File: src/rtl/count_arb_pkg.sv
// Shared definitions for the count_arbiter block: FSM encoding, default sizes,
// and the round-robin index helper.
package count_arb_pkg;

    localparam int unsigned DefNreq  = 4;
    localparam int unsigned DefWidth = 4;
    localparam int unsigned DefLenW  = 4;

    typedef enum logic [1:0] {
        StIdle = 2'd0,
        StRun  = 2'd1,
        StDone = 2'd2
    } arb_state_e;

    // Next index in a ring of n entries.
    function automatic int unsigned rr_next(input int unsigned idx, input int unsigned n);
        if (idx + 1 >= n) begin
            return 0;
        end
        return idx + 1;
    endfunction

endpackage

File: src/rtl/ctr_core.sv
// Shared WIDTH-bit synchronous up-counter; advances by one whenever EN is high.
module ctr_core #(
    parameter int unsigned WIDTH = 4
) (
    input  logic             clk,
    input  logic             rst,
    input  logic             EN,
    output logic [WIDTH-1:0] Q
);

    logic [WIDTH-1:0] cnt_q, cnt_d;

    // Increment modulo 2^WIDTH; rollover needs no special handling.
    always_comb begin
        cnt_d = cnt_q;
        if (EN) begin
            cnt_d = cnt_q + WIDTH'(1);
        end
    end

    // Counter register with synchronous clear.
    always_ff @(posedge clk) begin
        if (rst) begin
            cnt_q <= '0;
        end else begin
            cnt_q <= cnt_d;
        end
    end

    assign Q = cnt_q;

endmodule

File: src/rtl/count_arbiter.sv
// Round-robin owner of the shared counter enable. Each selected requester gets
// exactly len[owner] increments, then a one-cycle done pulse, then priority rotates.
// Optional feature macro: CNT_ARB_WRAP_EN adds the wrap output.
module count_arbiter
    import count_arb_pkg::*;
#(
    parameter int unsigned NREQ  = DefNreq,
    parameter int unsigned WIDTH = DefWidth,
    parameter int unsigned LEN_W = DefLenW
) (
    input  logic                  clk,
    input  logic                  rst,
    input  logic [NREQ-1:0]       req,
    input  logic [NREQ*LEN_W-1:0] len,
    output logic [NREQ-1:0]       gnt,
    output logic [NREQ-1:0]       done,
    output logic                  busy,
    output logic                  cnt_en,
    output logic [WIDTH-1:0]      Q
`ifdef CNT_ARB_WRAP_EN
    ,
    output logic                  wrap
`endif
);

    localparam int unsigned IdxW = (NREQ > 1) ? $clog2(NREQ) : 1;

    arb_state_e        state_q, state_d;
    logic [IdxW-1:0]   owner_q, owner_d;
    logic [IdxW-1:0]   ptr_q, ptr_d;
    logic [LEN_W-1:0]  rem_q, rem_d;

    logic [LEN_W-1:0]  len_arr [NREQ];
    logic              sel_found;
    logic [IdxW-1:0]   sel_idx;
    int unsigned       cand;
    logic [NREQ-1:0]   owner_oh;

    for (genvar g = 0; g < NREQ; g++) begin : g_len
        assign len_arr[g] = len[g*LEN_W +: LEN_W];
    end

    // First asserted request at or after ptr, walking upward around the ring.
    always_comb begin
        sel_found = 1'b0;
        sel_idx   = '0;
        cand      = 32'(ptr_q);
        for (int unsigned i = 0; i < NREQ; i++) begin
            if (!sel_found && req[IdxW'(cand)]) begin
                sel_found = 1'b1;
                sel_idx   = IdxW'(cand);
            end
            cand = rr_next(cand, NREQ);
        end
    end

    // Next-state logic: commit a burst in IDLE, count it down in RUN, rotate in DONE.
    always_comb begin
        state_d = state_q;
        owner_d = owner_q;
        rem_d   = rem_q;
        ptr_d   = ptr_q;
        unique case (state_q)
            StIdle: begin
                if (sel_found) begin
                    owner_d = sel_idx;
                    rem_d   = len_arr[sel_idx];
                    // A zero-length burst skips RUN entirely but still reports done.
                    state_d = (len_arr[sel_idx] != '0) ? StRun : StDone;
                end
            end
            StRun: begin
                rem_d = rem_q - LEN_W'(1);
                if (rem_q == LEN_W'(1)) begin
                    state_d = StDone;
                end
            end
            StDone: begin
                ptr_d   = IdxW'(rr_next(32'(owner_q), NREQ));
                state_d = StIdle;
            end
            default: begin
                state_d = StIdle;
            end
        endcase
    end

    // Arbiter state registers; reset aborts any burst without a done pulse.
    always_ff @(posedge clk) begin
        if (rst) begin
            state_q <= StIdle;
            owner_q <= '0;
            rem_q   <= '0;
            ptr_q   <= '0;
        end else begin
            state_q <= state_d;
            owner_q <= owner_d;
            rem_q   <= rem_d;
            ptr_q   <= ptr_d;
        end
    end

    assign owner_oh = NREQ'(1) << owner_q;

    // Outputs decode only registered state, so req/len never reach them combinationally.
    always_comb begin
        gnt    = '0;
        busy   = (state_q != StIdle);
        cnt_en = (state_q == StRun);
        if (state_q == StRun) begin
            gnt = owner_oh;
        end
    end

`ifdef CNT_ARB_WRAP_EN
    logic wrap_q, wrap_d;

    // Counter rolls over on the coming edge when enabled at all-ones.
    always_comb begin
        wrap_d = cnt_en & (&Q);
    end

    // One-cycle wrap pulse, cleared by reset and never held across bursts.
    always_ff @(posedge clk) begin
        if (rst) begin
            wrap_q <= 1'b0;
        end else begin
            wrap_q <= wrap_d;
        end
    end

    assign wrap = wrap_q;
`endif

    // Done pulse to the owner; a wrap only shows on done when it lands in DONE.
    always_comb begin
        done = '0;
        if (state_q == StDone) begin
            done = owner_oh;
        end
`ifdef CNT_ARB_WRAP_EN
        if (wrap_q && (state_q == StDone)) begin
            done = done | owner_oh;
        end
`endif
    end

    ctr_core #(
        .WIDTH (WIDTH)
    ) u_ctr (
        .clk (clk),
        .rst (rst),
        .EN  (cnt_en),
        .Q   (Q)
    );

endmodule

File: config.mk
export PLATFORM = sky130hd
export DESIGN_NAME = count_arbiter
export DESIGN_NICKNAME = d
export VERILOG_FILES = /design/src/rtl/count_arb_pkg.sv /design/src/rtl/ctr_core.sv /design/src/rtl/count_arbiter.sv
export SDC_FILE = /design/constraint.sdc
export NUM_CORES = 1
export LEC_CHECK = 0
export CAP_MARGIN = 10
export CORE_ASPECT_RATIO = 1.2
export CORE_UTILIZATION = 45
export DETAILED_ROUTE_END_ITERATION = 7
export DONT_BUFFER_PORTS = 1
export HOLD_SLACK_MARGIN = 0.05
export PLACE_DENSITY = 0.61
export SYNTH_ARGS = -nofsm -noshare
export SYNTH_HDL_FRONTEND = slang
export SYNTH_HIERARCHICAL = 1
export SYNTH_SLANG_ARGS = --single-unit
File: constraint.sdc
create_clock -name clk -period 3.3 [get_ports clk]
set_input_delay 0.495 -clock clk [delete_from_list [all_inputs] [get_ports clk]]
set_output_delay 0.495 -clock clk [all_outputs]
set_load 0.005 [all_outputs]
# Yosys cells after proc, flatten, opt, wreduce, memory -nomap -nowiden
# Cells that the tools add are included.
# word_totals
register_bits	14
in_bits	22
elab_cells	76
# classes
add_sub_neg	6
n_lt_le_gt_ge	9
eq_ne	5
shift	1
n_mux	36
n_bitwise	1
n_reduce_logical	13
# ops
operator	n
$ge 32x3->1 const B	3
$add 32x1->32 const B	2
$mux 32	1
$mux 4	5
$mux 2	9
$mux 1	13
$lt 2x3->1 const B	4
$bmux 1 s2	4
$bmux 4 s2	1
$pmux 4 s2	1
$add 2x1->3 const B	2
$ge 3x3->1 const B	2
$reduce_and 2->1	3
$add 4x1->4 const B	1
$eq 4x1->1 const B	1
$pmux 2 s2	1
$reduce_bool 2->1	2
$reduce_bool 4->1	1
$shl 1x2->4 const A	1
$sub 4x1->4 const B	1
$logic_and 1x1->1	3
$logic_not 1->1	3
$mux 3	1
$not 2->3	1
other kinds (5)	5

# Logic depth before layout (Yosys ltp)
# Gate-level depths: netlist (run 1).
# logic_depth
depth_word	24
ltp_mapped	14
depth_no_buf	11

# Cells and area by module
# The synthesis (run 1) kept the hierarchy.
# by_module_without_submodules
mod	instances	cells_each	area_each_um2	seq_area_each_um2
count_arbiter	1	127	1139.8	200.2
ctr_core	1	16	178.9	80.1

# Least setup slack after synthesis (run 1)
# Ideal clock, no wire load.
# synth_timing
kind	register to register
startpoint	register ptr_q[0]
endpoint	register state_q[0]
setup_time_ps	132
t_arrival_ps	2722
slack_ps	446
stages_incl_launch_ff	13
n_path_buf	1
synth_period_minus_slack_ps	2854
path_cell_list	dfxtp_1 > buf_6 > inv_1 > ha_1 > or3b_1 > a21o_1 > o221ai_2 > a2bb2o_4 > a21oi_4 > mux2i_1 > mux2i_2 > nor4b_4 > o32ai_1
# synth_between
elab_chain_len	24
elab_cells_between_ends	44
cone_classes	add/sub (3); order compare (3); eq/ne (1); mux (28); bitwise (1); reduce/logical (8)
# synth_lines
item	line	source
start, declared	count_arbiter.sv:30	logic [IdxW-1:0] ptr_q, ptr_d;
start signal, assigned	count_arbiter.sv:99	ptr_q <= ptr_d;
$add 2x1->3	count_arb_pkg.sv:17, count_arb_pkg.sv:20	
$ge 32x3->1	count_arb_pkg.sv:17	if (idx + 1 >= n) begin
$mux 1	count_arb_pkg.sv:17	
$mux 3	count_arb_pkg.sv:20	return idx + 1;
$add 32x1->32	count_arb_pkg.sv:17, count_arb_pkg.sv:20	
$ge 32x3->1	count_arb_pkg.sv:17	
$mux 1	count_arb_pkg.sv:17	
$mux 32	count_arb_pkg.sv:20	
[7 not listed]	n/a	
$mux 2	count_arbiter.sv:49	if (!sel_found && req[IdxW'(cand)]) begin
$not 2->3 (implied by the code)	count_arbiter.sv:69	state_d = (len_arr[sel_idx] != '0) ? StRun : StDone;
$bmux 4 s2	count_arbiter.sv:69	
$mux 4 (implied by the code) (2 in a row)	count_arbiter.sv:69	
$reduce_bool 4->1	count_arbiter.sv:69	
$mux 2	count_arbiter.sv:69	
$mux 2	count_arbiter.sv:65	if (sel_found) begin
$pmux 2 s2	count_arbiter.sv:63	unique case (state_q)
end signal, assigned	count_arbiter.sv:91	state_q <= StIdle;
end signal, assigned	count_arbiter.sv:96	state_q <= state_d;
end, declared	count_arbiter.sv:28	arb_state_e state_q, state_d;
# Several ways; a longest one is shown, not always the timed one. The select of a mux whose other input is x is not followed.
# A chain may end at the register's enable or synchronous reset.

# Final worst setup path (run 1)
# layout_timing
startpoint	register ptr_q[1]
endpoint	register state_q[1]
# Same word-level chain as after synthesis.

==> results of run 1 <==
[sequential cells by signal, indices dropped and copies added, names as in the netlist]
signal / count
ptr_q: 2
u_ctr/Q: 4
owner_q: 2
state_q: 2
rem_q: 4
[synth_stat cells, drive strengths merged, types with 3 or more instances]
cell,n
a21oi,6
dfxtp,14
mux2,3
a211oi,3
nand2,6
nand3,3
or3b,3
inv,5
nor2b,4
mux2i,20
a21o,3
and2,11
o21ai,3
nand2b,4
ha,9
buf,3
nor2,17
[where the power goes]
group	leakage (nW)	total (mW)	internal (mW)	switching (mW)
Combinational	0.445	0.449	0.211	0.238
Clock	0.0210	0.122	0.0670	0.0550
Sequential	0.115	0.270	0.219	0.0512
Total	0.581	0.841	0.497	0.344
[cell usage in the layout, fill, tap and decap left out, drive strengths merged, types with 4 or more instances in the layout]
cell type,n
mux2i,20
nor2,17
dfxtp,14
and2,11
ha,9
nand2,6
a21oi,6
inv,5
nand2b,4
nor2b,4
clkbuf,4
[metal layers]
| layer | track usage | vias to the layer above | part of all wire |
|---|---|---|---|
| met5 | 0 | - | 0 |
| li1 | - | 525 | - |
| met4 | 0.0579 | 0 | 0.0059 |
| met2 | 0.341 | 22 | 0.54 |
| met1 | 0.200 | 491 | 0.41 |
| met3 | 0.0321 | 2 | 0.039 |
[worst max path at each step]
stage                            end
after floorplan           state_q[0]
after global placement    state_q[1]
after detailed placement  state_q[0]
after CTS                 state_q[0]
after global routing      state_q[0]
final                     state_q[1]
[final cells by class]
cell class,instances,area (um^2),share of cell area
well taps,34,42.5,0.0306
clock buffers,4,36.3,0.0261
flip-flops and latches,14,280,0.202
inverters,6,36.3,0.0261
repair buffers,3,22.5,0.0162
multi-input cells,119,971,0.699
[cells by family (layout without fill, tap and decap cells)]
kind of cell | count (synthesis) | in the layout | share of synthesized area
and+or+nand+nor | 57 | 57 | 0.258
xor gates and xnor gates | 2 | 2 | 0.0133
adders and majority gates | 9 | 9 | 0.0854
buffers and inverters | 10 | 13 | 0.0512
AOI/OAI and AO/OA | 28 | 28 | 0.181
muxes | 23 | 23 | 0.198
DFF | 14 | 14 | 0.213
[critical path: stages, from the launching register on]
cell     delay, ns
dfxtp_1       0.50
ha_1          0.33
buf_4         0.19
o221a_1       0.24
a31oi_1       0.31
and2_1        0.18
o21ai_1       0.07
a21oi_2       0.38
mux2_2        0.41
nor4b_4       0.14
o21ba_1       0.19
[metrics by stage]
step                 util  std cells
global route        0.499        180
global placement    0.486        176
floorplan               -        143
CTS                 0.499        180
finish              0.499        180
detailed placement  0.486        176
==> out/metrics.cfg, run 1 <==
[finish]
diodes=0
layout.nets=178
drive_gt1_frac=0.199
fill_cells=285
area_growth_pct=5.31
final_area_um2=1390

[setup_path]
cp.required_ns=3.48
startpoint=ptr_q[1]
r2r_slack_ns=0.26
cp-start-kind=flip-flop
worstReg2RegStart=ptr_q[1]
worstPathArrival_ns=3.22
crit_type=flip-flop to flip-flop
worstPathMaxFanout=9
cp-end-kind=flip-flop
reg2reg_to=state_q[1]
reg2regPathDepth=10

[floorplanning]
core-area_um2=2790
die_width_um=51.4
ios=36
start_util=0.473
fp.dieH_um=61.3
dieArea_um2=3150
core.rowCount=21

[place]
io_buffers=0
gp_congestion=0.783
dpl-instance-area_um2=1350
post-dp-hpwl_um=2140
dp_slack_ns=0.319

[sta]
finClkSkew_ns=0.00179
maxSlewHeadroom=0.717
setup_viol=0
worst_slack_ns=0.259
slew_viol_final=0
fmax_mhz=329
hold_violations=0
worst_slew_pin_slew_ns=0.423
fin_hold_ws_ns=0.277
post-route-period-util=0.921
finalSetupTns_ns=0
rsz0062_at_grt=false
layout_min_cycle_time_ns=3.04

[clocking]
clkLatencyLatePin_ns=0.27
cts_tree=done
cts_setup_buffers=0
cts_buffers=3
clk_pin_slew_ns=0.09
hold_buffers=0
cts_resized=0
htree_levels=1
cts.sinks=14
cts_root_buffer=clkbuf_4
clk_path_buf_depth=2

[route]
drt_pass1_iterations=4
postRouteAntennaNets=0
routedWlPerCell_um=15.0
drt-total-wl_um=2710
drc=0
vias=1040
vias_per_cell=5.78
drtIter0Drc=21

[synthesis]
avgSynthCellArea_um2=9.22
async_reset_ff_frac=0
synth_top_area_frac=0.213
syn_area_um2=1320
ys.warnings.count=6
ys_ff_latch=14
syn_nets=174
syn_inst=143
synthTopCellsByArea=dfxtp_1, mux2i_1, ha_1
synthFlopType=dfxtp_1
ys_types=51
yosysSeqAreaShare=0.213
synth_top_area_cell=dfxtp_1
synth_edf_count=0

[global_route]
antenna_found_initial=0
grt_usage=0.179
grt_max_degree=17
grt_pass1_wl_um=4260
grt_overflow=0
first_global_vias=973

[worst_hold_path]
whs_path_depth=1
hp-start=rst
whs_endpoint=u_ctr/Q[2]
hold_class=primary input to flip-flop

[flow_run]
maxCapViolations=0

[pwr]
total_power_mw=0.841
powerDensity_nw_per_um2=605
leakage_nw=0.581
ir_drop_uv=366

[run_status]
outcome=finished clean

Power figures use the tool's default switching activity.
==> run 2, diff against run 1 <==
==> constraint.sdc (replaced) <==
create_clock -name clk -period 3.3 [get_ports clk]
set_input_delay 0.495 -clock clk [delete_from_list [all_inputs] [get_ports clk]]
set_output_delay 0.495 -clock clk [all_outputs]
set_load 0.05 [all_outputs]
==> out/metrics.cfg, run 2 (synthesis results as in run 1) <==
[floorplanning]
core.rowCount=21
start_util=0.473
die_width_um=51.4
core-area_um2=2790
dieArea_um2=3150
fp.dieH_um=61.3
ios=36

[clocking]
cts_root_buffer=clkbuf_4
clk_path_buf_depth=2
clk_pin_slew_ns=0.09
cts_setup_buffers=0
cts_buffers=3
hold_buffers=0
cts_resized=0
cts.sinks=14
htree_levels=1
cts_tree=done
clkLatencyLatePin_ns=0.28

[global_route]
first_global_vias=992
grt_max_degree=17
grt_usage=0.170
grt_pass1_wl_um=4110
antenna_found_initial=0
grt_overflow=0

[route]
vias=1048
postRouteAntennaNets=0
drtIter0Drc=16
vias_per_cell=5.82
drc=0
routedWlPerCell_um=14.5
drt-total-wl_um=2610
drt_pass1_iterations=4

[pwr]
p_sw_frac=0.485
intPower_mw=0.490
power_frac_seq=0.315
leakage_nw=0.583
clock_power_share=0.133
power_switching_mw=0.462
ir_drop_uv=672
powerDensity_nw_per_um2=684
pwr-share-comb=0.552
total_power_mw=0.952

[setup_path]
cp-start-kind=flip-flop
worstPathArrival_ns=3.24
cp-end-kind=flip-flop
crit_type=flip-flop to flip-flop
reg2reg_to=state_q[0]
r2r_slack_ns=0.22
reg2regPathDepth=11
startpoint=ptr_q[0]
cp.required_ns=3.46
endpoint=state_q[0]
worstReg2RegStart=ptr_q[0]
worstPathMaxFanout=10

[place]
dpl-instance-area_um2=1350
placed_cells=176
gp_congestion=0.776
io_buffers=0
post-dp-hpwl_um=2040

[finish]
finalNonFillerCells=180
area_growth_pct=5.50
layout.nets=178
final_cell_mix=mux2i_1, nor2_1, dfxtp_1, and2_1, ha_1
drive_gt1_frac=0.205
final_area_um2=1390
diodes=0

[flow_run]
maxCapViolations=0

[sta]
maxSlewHeadroom=0.592
post-route-period-util=0.932
rsz0062_at_grt=false
fin_hold_ws_ns=0.264
slew_viol_final=0
finalSetupTns_ns=0
layout_min_cycle_time_ns=3.08
fmax_mhz=325
worst_slew_pin_slew_ns=0.612
finClkSkew_ns=0.00126
setup_viol=0
hold_violations=0

[worst_hold_path]
hold_class=primary input to flip-flop

[run_status]
outcome=finished clean

run 2: cell types whose count changed in the layout (fill, tap and decap cells not counted):
cell     previous run  this run
nor2b_2             0         1
nor2b_1             4         3
run 2: critical path, stage by stage, from the launching register on:
cell	delay (ns)
dfxtp_1	0.33
inv_1	0.08
ha_1	0.43
or3b_1	0.39
a21o_1	0.20
o221ai_2	0.09
a2bb2o_4	0.25
a21oi_4	0.33
mux2i_1	0.27
mux2i_2	0.14
nor4b_4	0.32
o32ai_1	0.12
run 2: power groups by stage:
| stage | registers, mW | logic [mW] | clock network [mW] |
|---|---|---|---|
| 2_1_floorplan | 0.291 | 0.466 | 0 |
| 3_3_place_gp | 0.303 | 0.514 | 0 |
| 3_5_place_dp | 0.304 | 0.524 | 0 |
| 4_1_cts | 0.300 | 0.527 | 0.129 |
| 5_1_grt | 0.307 | 0.579 | 0.137 |
| 6_report | 0.300 | 0.525 | 0.127 |
run 2: layout make-up:
type	instances	area, um^2
multi-input combinational	119	973
timing repair buffer	3	22.5
sequential	14	280
inverter	6	36.3
tap	34	42.5
fill	297	1390
clock buffer	4	36.3
run 2: how the worst min path moves through the flow:
| stage | start | to | slack [ns] | cells past startpoint |
|---|---|---|---|---|
| 3_3_place_gp | rem_q[1] | rem_q[1] | 0.53 | 2 |
| 2_1_floorplan | rem_q[2] | rem_q[2] | 0.49 | 2 |
| 4_1_cts | rst | u_ctr/Q[2] | 0.26 | 1 |
| 5_1_grt | rst | u_ctr/Q[2] | 0.25 | 1 |
| 6_report | rst | u_ctr/Q[2] | 0.26 | 1 |
| 3_5_place_dp | rem_q[2] | rem_q[2] | 0.53 | 2 |
run 2: through the flow:
step / setup WS [ns] / utilization
after CTS: 0.198 / 0.499
final: 0.224 / 0.500
after global routing: 0.0296 / 0.500
after global placement: 0.311 / 0.486
after floorplan: 0.446 / -
after detailed placement: 0.225 / 0.486
run 2: layer usage:
| layer | up-vias | global-route usage | wire [um] |
|---|---|---|---|
| li1 | 520 | - | - |
| met1 | 494 | 0.183 | 1060 |
| met2 | 30 | 0.332 | 1380 |
| met3 | 4 | 0.0296 | 134 |
| met4 | 0 | 0.0579 | 27 |
| met5 | - | 0 | 0 |
